===== src/rtl/hazard_ctrl.sv =====
// Pipeline hazard controller: load-use stall, branch flush and multi-cycle
// mult/div freeze, with a saturating count of inserted stall cycles.
//
// state  | meaning
// RUN    | normal issue; resolves branch, mult/div entry and load-use hazards
// MDWAIT | pipeline frozen while a mult/div occupies EX; Cnt==0 is the done cycle
module hazard_ctrl #(
    parameter int MULDIV_CYCLES = 4
) (
    input  logic        Clk,
    input  logic        Reset,
    input  logic        IDEX_MemRead,
    input  logic [4:0]  IDEX_RegisterRt,
    input  logic [4:0]  IFID_RegisterRs,
    input  logic [4:0]  IFID_RegisterRt,
    input  logic        IFID_UsesRt,
    input  logic        IDEX_MulDiv,
    input  logic        Branch_Taken,
    output logic        PC_Write,
    output logic        IFID_Write,
    output logic        IDEX_Write,
    output logic        IDEX_Bubble,
    output logic        EXMEM_Bubble,
    output logic        IFID_Flush,
    output logic        IDEX_Flush,
    output logic        MulDiv_Done,
    output logic        Busy,
    output logic [15:0] Stall_Count
);

    typedef enum logic {RUN, MDWAIT} state_t;

    // The entry cycle in RUN and the done cycle each take one EX cycle.
    localparam logic [3:0] CNT_LOAD = 4'(MULDIV_CYCLES - 2);

    state_t     state, stateNext;
    logic [3:0] cnt;
    logic       loadUse;
    logic       stallCycle;
    logic       loadCnt;

    assign loadUse = IDEX_MemRead && (IDEX_RegisterRt != 5'd0) &&
                     ((IDEX_RegisterRt == IFID_RegisterRs) ||
                      (IFID_UsesRt && (IDEX_RegisterRt == IFID_RegisterRt)));

    always_ff @(posedge Clk or negedge Reset) begin
        if (!Reset) begin
            state       <= RUN;
            cnt         <= 4'd0;
            Stall_Count <= 16'd0;
        end else begin
            state <= stateNext;
            if (loadCnt)
                cnt <= CNT_LOAD;
            else if (state == MDWAIT && cnt != 4'd0)
                cnt <= cnt - 4'd1;
            if (stallCycle && Stall_Count != 16'hFFFF)
                Stall_Count <= Stall_Count + 16'd1;
        end
    end

    always_comb begin
        stateNext    = state;
        loadCnt      = 1'b0;
        stallCycle   = 1'b0;
        PC_Write     = 1'b1;
        IFID_Write   = 1'b1;
        IDEX_Write   = 1'b1;
        IDEX_Bubble  = 1'b0;
        EXMEM_Bubble = 1'b0;
        IFID_Flush   = 1'b0;
        IDEX_Flush   = 1'b0;
        MulDiv_Done  = 1'b0;
        Busy         = 1'b0;
        case (state)
            RUN: begin
                if (Branch_Taken) begin
                    IFID_Flush = 1'b1;
                    IDEX_Flush = 1'b1;
                end else if (IDEX_MulDiv) begin
                    PC_Write     = 1'b0;
                    IFID_Write   = 1'b0;
                    IDEX_Write   = 1'b0;
                    EXMEM_Bubble = 1'b1;
                    stallCycle   = 1'b1;
                    loadCnt      = 1'b1;
                    stateNext    = MDWAIT;
                end else if (loadUse) begin
                    PC_Write    = 1'b0;
                    IFID_Write  = 1'b0;
                    IDEX_Bubble = 1'b1;
                    stallCycle  = 1'b1;
                end
            end
            MDWAIT: begin
                // Inputs are deliberately ignored: the frozen pipeline holds them.
                Busy = 1'b1;
                if (cnt == 4'd0) begin
                    MulDiv_Done = 1'b1;
                    stateNext   = RUN;
                end else begin
                    PC_Write     = 1'b0;
                    IFID_Write   = 1'b0;
                    IDEX_Write   = 1'b0;
                    EXMEM_Bubble = 1'b1;
                    stallCycle   = 1'b1;
                end
            end
            default: stateNext = RUN;
        endcase
    end

endmodule


===== config.mk =====
export PLATFORM = sky130hd
export DESIGN_NAME = hazard_ctrl
export DESIGN_NICKNAME = d
export VERILOG_FILES = /design/src/rtl/hazard_ctrl.sv
export SDC_FILE = /design/constraint.sdc
export NUM_CORES = 1
export LEC_CHECK = 0
export CORE_UTILIZATION = 28
export CTS_BUF_LIST = sky130_fd_sc_hd__clkbuf_16
export DETAILED_ROUTE_END_ITERATION = 8
export GPL_ROUTABILITY_DRIVEN = 0
export SYNTH_ARGS = -nofsm -noshare
export SYNTH_HDL_FRONTEND = slang
export SYNTH_SLANG_ARGS = --single-unit
export TNS_END_PERCENT = 20

===== constraint.sdc =====
create_clock -name Clk -period 2 [get_ports Clk]
set_input_delay 0.4 -clock Clk [delete_from_list [all_inputs] [get_ports Clk]]
set_output_delay 0.4 -clock Clk [all_outputs]
set_load 0.02 [all_outputs]

# Yosys cells after proc, flatten, opt, wreduce, memory -nomap -nowiden
# Index checks and enable logic that the tools add are counted.
# classes
add_sub_neg	2
eq_ne	3
muxes	26
bitwise	1
reduce_logical	10
# op_table
cell	n
$mux W1	20
$add A16 B1 Y16 const B	1
$ne A16 B16 Y1 const B	1
$eq A5 B5 Y1	2
$mux W4	2
$pmux W1 S2	4
$logic_and A1 B1 Y1	5
$reduce_bool A5 Y1	1
$logic_not A4 Y1	1
$reduce_bool A4 Y1	1
$sub A4 B1 Y4 const B	1
$reduce_bool A2 Y1	1
$logic_or A1 B1 Y1	1
$not A1 Y1	1
# totals
regBits	21
in_bits	21
output_inout_bits	25
wordCells	45

# Longest topological paths before layout
# depth
word_depth	9
mapped_depth	9

# Worst setup path after synthesis
# Ideal clock, no wire load.
# synth_path
kind	reg2out
startpoint	register cnt[0]
endpoint	output port PC_Write
arrival_ps	1990
required_ps	1600
slack_ps	-390
path_stages_with_launch	9
path_buffers	2
path_cell_list	dfrtp_1 inv_1 ha_1 nand2b_1 nor3b_1 nor3_2 a21oi_4 buf_6 buf_4
# synth_between
elab_chain_len	3
# synth_lines
item	line_no	rtl
from (decl)	37	logic [3:0] cnt;
from (signal assigned)	56	cnt <= cnt - 4'd1;
$logic_not A4 Y1	98	if (cnt == 4'd0) begin
$mux W1	--	
$pmux W1 S2	--	
to (decl)	19	output logic PC_Write,
# Every way passes these cells.

# Worst setup path after layout
# layout_path
startpoint	input port IDEX_RegisterRt[4]
endpoint	output port PC_Write
# layout_between
elab_chain_len	8
word_cells_on_any_way	11
cone_classes	eq/ne (2); mux (4); reduce/logical (5)
# layout_lines
item	line_no	rtl
from (decl)	13	input logic [4:0] IDEX_RegisterRt,
$eq A5 B5 Y1	44	(IFID_UsesRt && (IDEX_RegisterRt == IFID_RegisterRt)));
$logic_and A1 B1 Y1	44	
$logic_or A1 B1 Y1	43	((IDEX_RegisterRt == IFID_RegisterRs) ||
$logic_and A1 B1 Y1 (*)	42	assign loadUse = IDEX_MemRead && (IDEX_RegisterRt != 5'd0) &&
$mux W1 (*)	88	end else if (loadUse) begin
$mux W1 (*)	80	end else if (IDEX_MulDiv) begin
$mux W1 (*)	77	if (Branch_Taken) begin
$pmux W1 S2 (*)	75	case (state)
# Every way passes the cells marked *; elsewhere a longest branch is shown, timed or not.

==> run summary <==
crit-path max FO = 5
width of the die = 67.8 um
IO Count = 46
Fin Clk Skew = 0.00140 ns
Clk network pwr share = 15.2%
Yosys top cell area share = 43.3%
largest net degree at the start of global routing = 22
DRT antenna net count = 0
first-pass GRT wire length = 5.00 mm
worst reg-to-reg path cell count = 9
CTS clk-pin slew, worst paths = 0.05 ns
total number of yosys warnings = 0
CTS tree = yes
Period Utilization, post-route = 103%
Final setup viols = 4
most common cell in the netlist = dfrtp_1
Combinational Power Share = 57.8%
routed length on met3 = 302 um
max-cap viol count = 0
IR drop worst, VDD = 0.000843 V
Site Rows = 23
CP arrival = 1.67 ns
synthesized area = 1210 um2
Buffers on Ports = 45
Syn Nets = 144
leakage power = 0.810 nW
total wire length = 3.20 mm
Seq pwr share = 27.0%
clock buffer depth = 2
Starting Density = 29.7%
status = complete, but fails checks
Startpoint Class = input port
Switching Share = 40.0%
crit path from = IDEX_RegisterRt[4]
final core utilization = 50.1%
RR Endpoint = Stall_Count[12]$_DFFE_PN0P_
post-synth cell types = 35
Root Buffer = clkbuf_16
Worst R2R Setup Slack = 0.03 ns
DRT Pass-1 Iters = 4
critical path type = input port to primary output
number of synthesized flops with an enable pin = 0
final hold vios = 0
CP Capture Type = primary output
Vias/cell = 4.82
sequential element share of the synthesized area = 43.3%
vias in the first global route = 1122
cell count after synthesis = 121
worst hold path type = input port to async pin
synthesized area per cell = 10.0 um2
Internal = 1.61 mW
core box area = 4090 um2
failing checks = setup timing
# clock sinks = 21
Worst EP required = 1.60 ns
Seq cells post-synth = 21
detailed placement HPWL = 2.35 mm
drt first-iter violations = 25
Die Ht = 67.8 um
clock latency on the worst-skew pair = 0.25 ns
Synth-to-Final Area Change = 68.6%
initial antenna violation count = 0
number of diodes = 0
reg-to-reg startpoint = cnt[1]$_DFFE_PN0P_
ys flop type = dfrtp_1
TritonCTS buffer count = 3
headroom to the max-slew limit = 75.3%
die area = 4600 um2
Peak Freq = 484 MHz
Sw Pwr = 1.07 mW
WL met1 = 1.29 mm
Yosys top cell by area = dfrtp_1
total congestion overflow = 0
layout cell share with drive strength beyond 1 = 31.6%
Critical Path Sink = PC_Write
synth cell count leaders = 21 x dfrtp_1, 13 x nand2_1, 13 x xor2_1
Pwr Total = 2.68 mW
Routed WL per cell = 13.5 um
Final Cell Area = 2050 um2
worst slack, placed = -0.946 ns
PnR worst setup slack = -0.0667 ns
RSZ-0062 raised after global routing = yes
Max Slew Vio Count = 0
# DRC = 0
top routing layer used = met4
Nets = 211
Async SR Flop Fraction = 100%
Total Routing Usage GR = 14.5%
cells taking the most area after synthesis = dfrtp_1 43%, xor2_1 9.4%, xnor2_1 8.7%
Via Count = 1142
Final Critical Period = 2.07 ns
Placed Area = 1860 um2
WL met2 = 1.58 mm
Pwr Density = 1310 nW/um2
htree depth = 1
Worst Tran Pin Value = 0.367 ns
## metrics by stage
| step | std cells | hold slack, ns | TNS [ns] |
|---|---|---|---|
| global route | 237 | 0.538 | -1.04 |
| finish | 237 | 0.493 | -0.183 |
| floorplan | 121 | 0.104 | -0.0655 |
| global placement | 231 | 0.470 | -10.94 |
| CTS | 237 | 0.502 | -0.182 |
| detailed placement | 231 | 0.499 | -12.05 |
## state kept, by name, summed over array words and instances (netlist names)
signal and count:
cnt 4, state 1, Stall_Count 16
## critical path, stage by stage
cell	delay, ns
buf_6	0.09
or4_4	0.54
o21ai_4	0.18
nor3_4	0.07
a21oi_4	0.22
buf_6	0.16
## power groups by stage
stage	clock network [mW]	logic (mW)	registers (mW)
floorplan	0	0.669	0.848
global placement	0	1.42	0.721
detailed placement	0	1.45	0.724
CTS	0.419	1.53	0.720
global route	0.436	1.70	0.746
finish	0.407	1.55	0.724
## metal layers
layer,vias up,global-route usage [%]
li1,555,-
met1,543,17.2
met2,40,26.1
met3,4,3.00
met4,0,4.17
met5,-,0
## layout by cell type (no fill, tap or decap), types with 3 or more instances in the layout
master,netlist,layout
xnor2_1,12,12
dfrtp_1,21,21
xor2_1,13,13
clkbuf_16,0,3
nand3_1,7,6
inv_1,5,6
buf_4,2,23
nor4_1,9,4
nor4_2,0,4
clkdlybuf4s50_1,0,25
dlygate4sd2_1,0,8
nand2_1,13,12
nor2_1,3,3
buf_6,1,5
nor3_1,4,3
## timing repair
action,in CTS,in global routing
pin swaps,17,3
gates resized for setup,64,11
endpoints found under the setup margin,24,18
hold buffers,0,0
setup buffers,2,0
hold endpoints to repair,0,0
## cells by family (layout without fill, tap and decap cells)
family | count (synthesis) | count (layout) | synth area share [%]
flops | 21 | 21 | 43.3
fa+ha+maj | 2 | 2 | 2.06
compound gates | 8 | 8 | 5.26
buf+inv | 10 | 76 | 4.43
xor+xnor | 25 | 25 | 18.0
simple gates | 53 | 53 | 24.4
mux | 2 | 2 | 2.47
## layout make-up
cell class	count	area, um2
clock inverters	1	3.75
repair buffers	66	591
multi-input cells	90	766
well taps	50	62.6
clock buffers	3	75.1
inverters	6	22.5
flip-flops and latches	21	526
fillers	362	2040
## how the worst min path moves through the flow
stage	startpoint	to	slack, ns	cells past startpoint
floorplan	Reset	Stall_Count[0]$_DFFE_PN0P_	0.10	0
global placement	Stall_Count[10]$_DFFE_PN0P_	Stall_Count[10]$_DFFE_PN0P_	0.47	1
detailed placement	Stall_Count[10]$_DFFE_PN0P_	Stall_Count[10]$_DFFE_PN0P_	0.50	1
CTS	Reset	Stall_Count[0]$_DFFE_PN0P_	0.50	2
global route	Reset	Stall_Count[0]$_DFFE_PN0P_	0.54	2
finish	Reset	Stall_Count[0]$_DFFE_PN0P_	0.49	2
Power figures use the tool's default switching activity.
